$ cat config.mk
export PLATFORM = sky130hd
export DESIGN_NAME = sound_mem_arbiter
export DESIGN_NICKNAME = d
export VERILOG_FILES = /design/src/rtl/sound_mem_pkg.sv /design/src/rtl/sound_mem_grant.sv /design/src/rtl/sound_mem_arbiter.sv
export SDC_FILE = /design/constraint.sdc
export NUM_CORES = 1
export LEC_CHECK = 0
export BUFFER_PORTS_ARGS = -buffer_cell sky130_fd_sc_hd__buf_2
export CAP_MARGIN = 20
export CORE_UTILIZATION = 47
export DETAILED_ROUTE_END_ITERATION = 8
export PLACE_DENSITY = 0.88
export SETUP_SLACK_MARGIN = 0.1
export SLEW_MARGIN = 25
export SYNTH_ARGS = -nofsm -noshare
export SYNTH_HDL_FRONTEND = slang
export SYNTH_SLANG_ARGS = --single-unit
export TNS_END_PERCENT = 100
$ cat constraint.sdc
create_clock -name clk_i -period 2.7 [get_ports clk_i]
set_clock_uncertainty 0.2 [all_clocks]
set_input_delay 0.405 -clock clk_i [delete_from_list [all_inputs] [get_ports clk_i]]
set_output_delay 0.405 -clock clk_i [all_outputs]
set_load 0.005 [all_outputs]
$ cat src/rtl/sound_mem_pkg.sv
// Shared types for the sound-RAM arbiter: FSM states, requester ids and default widths.
package sound_mem_pkg;

  localparam int ADDR_W_DEF = 24;
  localparam int DATA_W_DEF = 32;

  typedef enum logic [1:0] {
    IDLE,
    ISSUE,
    WAIT,
    ACK
  } state_e;

  typedef enum logic {
    REQ_GLU,
    REQ_DOC
  } req_e;

endpackage

$ cat src/rtl/sound_mem_grant.sv
// Priority decision between GLU and DOC: DOC normally wins, but a run of DOC
// grants while GLU waits is capped so GLU is eventually forced through.
module sound_mem_grant
  import sound_mem_pkg::*;
#(
  parameter int DOC_STREAK = 4
) (
  input  logic clk_i,
  input  logic reset_n_i,
  input  logic glu_req_i,
  input  logic doc_req_i,
  input  logic grant_i,
  output req_e winner_o
);

  localparam int SW = $clog2(DOC_STREAK + 2);
  localparam logic [SW-1:0] STREAK_MAX = SW'(DOC_STREAK);

  logic [SW-1:0] streak_q, streak_d;

  always_comb begin
    winner_o = REQ_GLU;
    if (doc_req_i && !(glu_req_i && (streak_q == STREAK_MAX))) begin
      winner_o = REQ_DOC;
    end
  end

  // Only DOC wins taken at GLU's expense extend the streak; anything else resets it.
  always_comb begin
    streak_d = streak_q;
    if (grant_i) begin
      if ((winner_o == REQ_DOC) && glu_req_i) begin
        if (streak_q != STREAK_MAX) begin
          streak_d = streak_q + 1'b1;
        end
      end else begin
        streak_d = '0;
      end
    end
  end

  always_ff @(posedge clk_i or negedge reset_n_i) begin
    if (!reset_n_i) begin
      streak_q <= '0;
    end else begin
      streak_q <= streak_d;
    end
  end

endmodule

$ cat src/rtl/sound_mem_arbiter.sv
// Sequenced one-transaction-at-a-time arbiter sharing the sound-RAM port
// between the GLU host path and the DOC wavetable fetch path.
module sound_mem_arbiter
  import sound_mem_pkg::*;
#(
  parameter int ADDR_W         = ADDR_W_DEF,
  parameter int DATA_W         = DATA_W_DEF,
  parameter int DOC_STREAK     = 4,
  parameter int TIMEOUT_CYCLES = 255
) (
  input  logic                  clk_i,
  input  logic                  reset_n_i,
  input  logic                  glu_rd_i,
  input  logic                  glu_wr_i,
  input  logic [ADDR_W-1:0]     glu_addr_i,
  input  logic [DATA_W-1:0]     glu_data_i,
  input  logic [DATA_W/8-1:0]   glu_be_i,
  output logic [DATA_W-1:0]     glu_q_o,
  output logic                  glu_ack_o,
  input  logic                  doc_rd_i,
  input  logic [ADDR_W-1:0]     doc_addr_i,
  output logic [DATA_W-1:0]     doc_q_o,
  output logic                  doc_ack_o,
  output logic                  mem_rd_o,
  output logic                  mem_wr_o,
  output logic [ADDR_W-1:0]     mem_addr_o,
  output logic [DATA_W-1:0]     mem_data_o,
  output logic [DATA_W/8-1:0]   mem_be_o,
  input  logic                  mem_ready_i,
  input  logic [DATA_W-1:0]     mem_q_i,
  output logic                  timeout_o,
  output logic                  busy_o
);

  localparam int BE_W = DATA_W / 8;
  localparam int TW   = $clog2(TIMEOUT_CYCLES + 1);
  localparam logic [TW-1:0] TO_LAST = TW'(TIMEOUT_CYCLES - 1);

  state_e             state_q, state_d;
  req_e               owner_q, owner_d;
  logic               wr_q, wr_d;
  logic [ADDR_W-1:0]  addr_q, addr_d;
  logic [DATA_W-1:0]  data_q, data_d;
  logic [BE_W-1:0]    be_q, be_d;
  logic [DATA_W-1:0]  glu_q_q, glu_q_d;
  logic [DATA_W-1:0]  doc_q_q, doc_q_d;
  logic               to_flag_q, to_flag_d;
  logic [TW-1:0]      tcnt_q, tcnt_d;

  logic glu_pend;
  logic grant;
  req_e winner;

  assign glu_pend = glu_rd_i | glu_wr_i;
  assign grant    = (state_q == IDLE) && (glu_pend || doc_rd_i);

  sound_mem_grant #(
    .DOC_STREAK (DOC_STREAK)
  ) u_grant (
    .clk_i     (clk_i),
    .reset_n_i (reset_n_i),
    .glu_req_i (glu_pend),
    .doc_req_i (doc_rd_i),
    .grant_i   (grant),
    .winner_o  (winner)
  );

  always_comb begin
    state_d   = state_q;
    owner_d   = owner_q;
    wr_d      = wr_q;
    addr_d    = addr_q;
    data_d    = data_q;
    be_d      = be_q;
    glu_q_d   = glu_q_q;
    doc_q_d   = doc_q_q;
    to_flag_d = to_flag_q;
    tcnt_d    = tcnt_q;

    case (state_q)
      IDLE: begin
        if (grant) begin
          owner_d   = winner;
          to_flag_d = 1'b0;
          tcnt_d    = '0;
          state_d   = ISSUE;
          // A GLU request with both strobes high is serviced as a write.
          if (winner == REQ_GLU) begin
            wr_d   = glu_wr_i;
            addr_d = glu_addr_i;
            data_d = glu_wr_i ? glu_data_i : '0;
            be_d   = glu_wr_i ? glu_be_i : '0;
          end else begin
            wr_d   = 1'b0;
            addr_d = doc_addr_i;
            data_d = '0;
            be_d   = '0;
          end
        end
      end

      ISSUE: begin
        tcnt_d  = '0;
        state_d = WAIT;
      end

      WAIT: begin
        if (mem_ready_i) begin
          if (!wr_q) begin
            if (owner_q == REQ_GLU) glu_q_d = mem_q_i;
            else                    doc_q_d = mem_q_i;
          end
          state_d = ACK;
        end else if (tcnt_q == TO_LAST) begin
          if (owner_q == REQ_GLU) glu_q_d = '0;
          else                    doc_q_d = '0;
          to_flag_d = 1'b1;
          state_d   = ACK;
        end else begin
          tcnt_d = tcnt_q + 1'b1;
        end
      end

      ACK: begin
        state_d = IDLE;
      end

      default: begin
        state_d = IDLE;
      end
    endcase
  end

  always_ff @(posedge clk_i or negedge reset_n_i) begin
    if (!reset_n_i) begin
      state_q   <= IDLE;
      owner_q   <= REQ_GLU;
      wr_q      <= 1'b0;
      addr_q    <= '0;
      data_q    <= '0;
      be_q      <= '0;
      glu_q_q   <= '0;
      doc_q_q   <= '0;
      to_flag_q <= 1'b0;
      tcnt_q    <= '0;
    end else begin
      state_q   <= state_d;
      owner_q   <= owner_d;
      wr_q      <= wr_d;
      addr_q    <= addr_d;
      data_q    <= data_d;
      be_q      <= be_d;
      glu_q_q   <= glu_q_d;
      doc_q_q   <= doc_q_d;
      to_flag_q <= to_flag_d;
      tcnt_q    <= tcnt_d;
    end
  end

  assign mem_rd_o   = (state_q == ISSUE) && !wr_q;
  assign mem_wr_o   = (state_q == ISSUE) && wr_q;
  assign mem_addr_o = addr_q;
  assign mem_data_o = data_q;
  assign mem_be_o   = be_q;
  assign glu_q_o    = glu_q_q;
  assign doc_q_o    = doc_q_q;
  assign glu_ack_o  = (state_q == ACK) && (owner_q == REQ_GLU);
  assign doc_ack_o  = (state_q == ACK) && (owner_q == REQ_DOC);
  assign timeout_o  = (state_q == ACK) && to_flag_q;
  assign busy_o     = (state_q != IDLE);

endmodule

; After elaboration in Yosys (flattened, before gate mapping)
; Cells that the tools add are included.
[totals]
ff_bits = 140
output_inout_bits = 130
[classes]
n_addsub = 2
n_eq_ne = 13
n_mux = 31
bitwise = 2
reduce_logical = 24
[op_table]
columns = cell, n
row1 = $mux 32, 12
row2 = $mux 24, 1
row3 = $mux 8, 3
row4 = $pmux 8 s3, 1
row5 = $reduce_and 4->1, 4
row6 = $ne 2x2->1 const B, 6
row7 = $logic_and 1x1->1, 9
row8 = $add 8x1->8 const B, 1
row9 = $eq 8x8->1 const B, 1
row10 = $mux 4, 2
row11 = $pmux 2 s4, 1
row12 = $mux 2, 3
row13 = $mux 3, 2
row14 = $ne 3x3->1 const B, 2
row15 = $reduce_and 2->1, 3
row16 = $reduce_bool 2->1, 3
row17 = $mux 1, 5
row18 = $eq 2x2->1 const B, 2
row19 = $add 3x1->3 const B, 1
row20 = $eq 3x3->1 const B, 1
row21 = $reduce_bool 3->1, 1
row22 = $eq 2x1->1 const B, 1
row23 = $logic_not 1->1, 2
row24 = $logic_not 2->1, 1
row25 = 4 further kinds, 4

; Depth between registers and ports, before layout
[logic_depth]
word_depth = 8
mapped_depth = 8

; Hierarchy
; A second synthesis with hierarchy kept.
[hier_totals]
hier_cells = 435
hier_area_um2 = 5637.9
[by_module_without_submodules]
columns = mod, n_inst, cells_each, area_each_um2, seq_area_each_um2
row1 = sound_mem_arbiter, 1, 415, 5439.0, 3428.3
row2 = sound_mem_grant, 1, 20, 198.9, 75.1

; Least setup slack after synthesis
; No wires, ideal clock.
[synth_path]
kind = register to register
start = register state_q[0]
end = register tcnt_q[5]
setup_ns = 0.124
arrival_ns = 1.624
required_ns = 2.376
setup_slack_ns = 0.753
stages_incl_launch_ff = 7
n_path_buf = 0
synth_period_minus_slack_ns = 1.947
path_cell_list = dfrtp_1 inv_1 ha_1 nor4b_4 a211o_1 a21o_1 a211o_1
[synth_via]
elab_chain_len = 4
elab_cells_between_ends = 10
cone_classes = eq/ne: 5 / mux: 1 / reduce/logical: 4
[synth_rtl]
columns = element, line
row1 = from (decl), sound_mem_arbiter.sv:39  ; state_e state_q, state_d;
row2 = from (signal assigned), sound_mem_arbiter.sv:147  ; state_q <= state_d;
row3 = $logic_not 2->1, "sound_mem_arbiter.sv:55, sound_mem_arbiter.sv:80"
row4 = $logic_and 1x1->1, sound_mem_arbiter.sv:55  ; assign grant = (state_q == IDLE) && (glu_pend || doc_rd_i);
row5 = $ne 2x2->1 (no source line), n/a
row6 = $reduce_and 4->1 (no source line), n/a
row7 = to (signal assigned), sound_mem_arbiter.sv:156  ; tcnt_q <= tcnt_d;
row8 = to (decl), sound_mem_arbiter.sv:48  ; logic [TW-1:0] tcnt_q, tcnt_d;
; Several ways; a longest one is shown, not always the timed one.
; A chain may end at the register's enable or synchronous reset.

; Worst setup path in the final report
[layout_path]
start = register state_q[0]
end = register state_q[1]
[layout_via]
elab_chain_len = 4
elab_cells_between_ends = 9
cone_classes = eq/ne: 5 / mux: 1 / reduce/logical: 3
[layout_rtl]
columns = element, line
row1 = $logic_not 2->1, "sound_mem_arbiter.sv:55, sound_mem_arbiter.sv:80"
row2 = $logic_and 1x1->1, sound_mem_arbiter.sv:55
row3 = $ne 2x2->1 (no source line), n/a
row4 = $reduce_and 2->1 (no source line), n/a
; Several ways; a longest one is shown, not always the timed one.

==> metrics.md <==
| Metric | Value |
|---|---|
| Status | finished, violations left |
| Failing checks | DRC |
| Initial antenna violation count | 1 |
| Syn-to-layout area delta | 40.3% |
| Clock share of power | 26.1% |
| Drt wl/cell | 18.6 um |
| Sequential share of power | 39.4% |
| Main flop type after synthesis | dfrtp_1 |
| DRT Wirelength | 16.0 mm |
| Via count | 4894 |
| ANT nets after route | 0 |
| Yosys cell types | 39 |
| Hold path start | glu_data_i[13] |
| Number of synthesized flops with an enable pin | 0 |
| Slew @ Worst Pin | 742 ps |
| Worst Hold Class | in2reg |
| Crit-path most repeated cell | nor2b_1 |
| # clock sinks | 140 |
| Initial DRC Count | 505 |
| IO buf count | 251 |
| Switch Pwr | 3080 uW |
| Seq/Total Area, Yosys | 62.7% |
| Cells along the critical path | inv_1 -> ha_1 -> nor2b_1 -> o21ai_1 -> nor2b_1 -> mux2_1 |
| Slowest Stage Delay on Critical Path | 410 ps |
| Clk slew on worst S/H paths | 60 ps |
| Post-DP HPWL | 10.1 mm |
| Initial Util | 48.5% |
| Clock Latency Late Sink | 420 ps |
| Total power | 9310 uW |
| First-pass GRT wire length | 25.5 mm |
| Largest net degree at the start of global routing | 141 |
| Gr ovfl total | 0 |
| Internal power | 6230 uW |
| Worst path required time | 2800 ps |
| Max Cap Viol | 0 |
| CP Data Arrival Time | 2400 ps |
| Die area | 12300 um^2 |
| Post-Syn Nets | 562 |
| FF-to-FF Start | state_q[0] |
| Num ports | 252 |
| Worst Setup SP | state_q[0] |
| Leading area contributor after synthesis | dfrtp_1 |
| DR vias/cell | 5.70 |
| Fill count | 785 |
| Slowest-stage cell, CP | dfrtp_1 |
| Crit Path Category | reg2reg |
| Die Y | 111 um |
| Switch share | 33.1% |
| Final Hold Vio Count | 0 |
| H-tree depth | 4 |
| Cts bufs inserted | 17 |
| Largest cells by area after synthesis | dfrtp_1, a22o_1, mux2i_1 |
| Worst Path Max Fanout | 13 |
| Layout cells sized above 1 | 41.5% |
| Max-slew headroom | 50.6% |
| Fin crit share | 85.3% |
| Mapped Area | 5590 um^2 |
| Post-synth top cells | dfrtp_1, a22o_1, nand2_1 |
| Max VDD drop | 0.000817 V |
| Clock root buffer master | clkbuf_16 |
| Async set or reset register ratio after synthesis | 100% |
| Die X-Extent | 111 um |
| Synth warnings | 0 |
| Synth Register Bits | 140 |
| Post-CTS sizing | 0 |
| CP endpoint kind | register |
| Slew Viols, Final | 0 |
| Final cell count without fillers | 858 |
| Setup-failing EPs final | 0 |
| PD cells | 1190 nW/um^2 |
| Nets | 832 |
| Inst Count DP | 805 |
| Post-synth top area share | 62.7% |
| Startpoint types | register |
| Mean area per synthesized cell | 12.9 um^2 |
| Area of the core | 11500 um^2 |
| CTS tree | built |
| RSZ-0062 raised after global routing | no |
| Placement Rows | 39 |
| Fin crit period | 2300 ps |
| Setup tns final | 0 ps |
| Gate count after technology mapping | 432 |
| Pre-Repair DR Iteration Count | 6 |
| Leak | 0.00426 uW |
| Clock Tree Buf Depth | 2 |
| Most frequent cell after synthesis | dfrtp_1 |
| Fmax | 0.434 GHz |
| CP Buf/Inv Count | 1 |
| CP delay by family, top | simple AND/OR/NAND/NOR gates |
| Logic pwr share | 34.5% |
| DRC | 40 |
| Global placer's final weighted congestion | 0.860 |
| Vias in the first global route | 5019 |
| Overall Global Routing Usage | 26.8% |
==> cell families (layout without fill, tap and decap cells) <==
family                   after synthesis  count (layout)  synth area share (%)
multiplexers                          26              26                  4.68
AO/OA/AOI/OAI                        151             151                  21.3
buffers and inverters                 37             319                  3.18
other                                  0               1                     0
flip-flops                           140             140                  62.7
AND/OR/NAND/NOR                       70              70                  6.31
adder cells (fa/ha/maj)                8               8                  1.79
==> state kept, by name, indices dropped and copies added, names as in the netlist <==
name / count
doc_q_o: 32
tcnt_q: 8
state_q: 2
glu_q_o: 32
wr_q: 1
mem_addr_o: 24
u_grant.streak_q: 3
owner_q: 1
mem_data_o: 32
mem_be_o: 4
to_flag_q: 1
==> cell usage in the layout (no fill, tap or decap), drive strengths merged, types with 2 or more instances in the layout <==
cell type    count
clkinv           4
and2             3
nand2           37
nor2b            4
dfrtp          140
nor3             7
a22o           100
ha               8
o22a             5
a21oi            2
nand3            3
bufinv           4
clkinvlp         2
mux2i           25
inv              8
dlygate4sd3     21
clkbuf          21
a211o            2
o21ai           30
a31oi            2
a21o             5
buf            259
nor2             7
o31ai            2
nor4             2
==> metal layers <==
| metal | part of all wire (%) | GRT usage [%] | up-vias |
|---|---|---|---|
| li1 | - | - | 2150 |
| met1 | 38 | 31.0 | 2404 |
| met2 | 50 | 45.1 | 285 |
| met3 | 8.0 | 7.11 | 55 |
| met4 | 4.4 | 15.7 | 0 |
| met5 | 0 | 0 | - |
==> layout make-up <==
cell class              instances  area (um^2)  area share [%]
flip-flops and latches        140         3500            44.7
multi-input cells             255         1950            24.9
repair buffers                280         1560            19.9
clock buffers                  21          450            5.74
well taps                     143          179            2.28
clock inverters                10          166            2.12
inverters                       8         30.0           0.383
diodes                          1         2.50          0.0319
==> power by group through the flow <==
| stage | Clock [uW] | Combinational (uW) | Sequential, uW |
|---|---|---|---|
| global route | 2550 | 3480 | 3760 |
| floorplan | 0 | 1580 | 3660 |
| CTS | 2470 | 3200 | 3640 |
| global placement | 0 | 3020 | 3590 |
| finish | 2430 | 3210 | 3670 |
| detailed placement | 0 | 3160 | 3650 |
==> repair_timing <==
| action | CTS | global route |
|---|---|---|
| setup buffers | 0 | 0 |
| hold endpoints to repair | 160 | 0 |
| hold buffers | 21 | 0 |
==> stage by stage <==
step                      cell area (um^2)  worst slack, ps  util, %  hold WS, ps
final                                 7840              398     68.1         16.8
after global routing                  7840              220     68.1         3.29
after CTS                             7840              389     68.1        0.772
after detailed placement              7010              400     60.9          277
after global placement                7010              519     60.9          266
after floorplan                       5590              753        -        -90.6
==> worst paths after layout <==
check | cells after the start | to | slack [ps]
setup / recovery | 6 | state_q[1] | 400
hold / removal | 2 | mem_data_o[13] | 20
setup reg to reg | 6 | state_q[1] | 400
hold reg to reg | 2 | mem_addr_o[5] | 290
max in group asynchronous | 3 | doc_q_o[10] | 1280
min in group asynchronous | 3 | doc_q_o[26] | 450
Note: power is estimated with default switching activity, not from simulation.
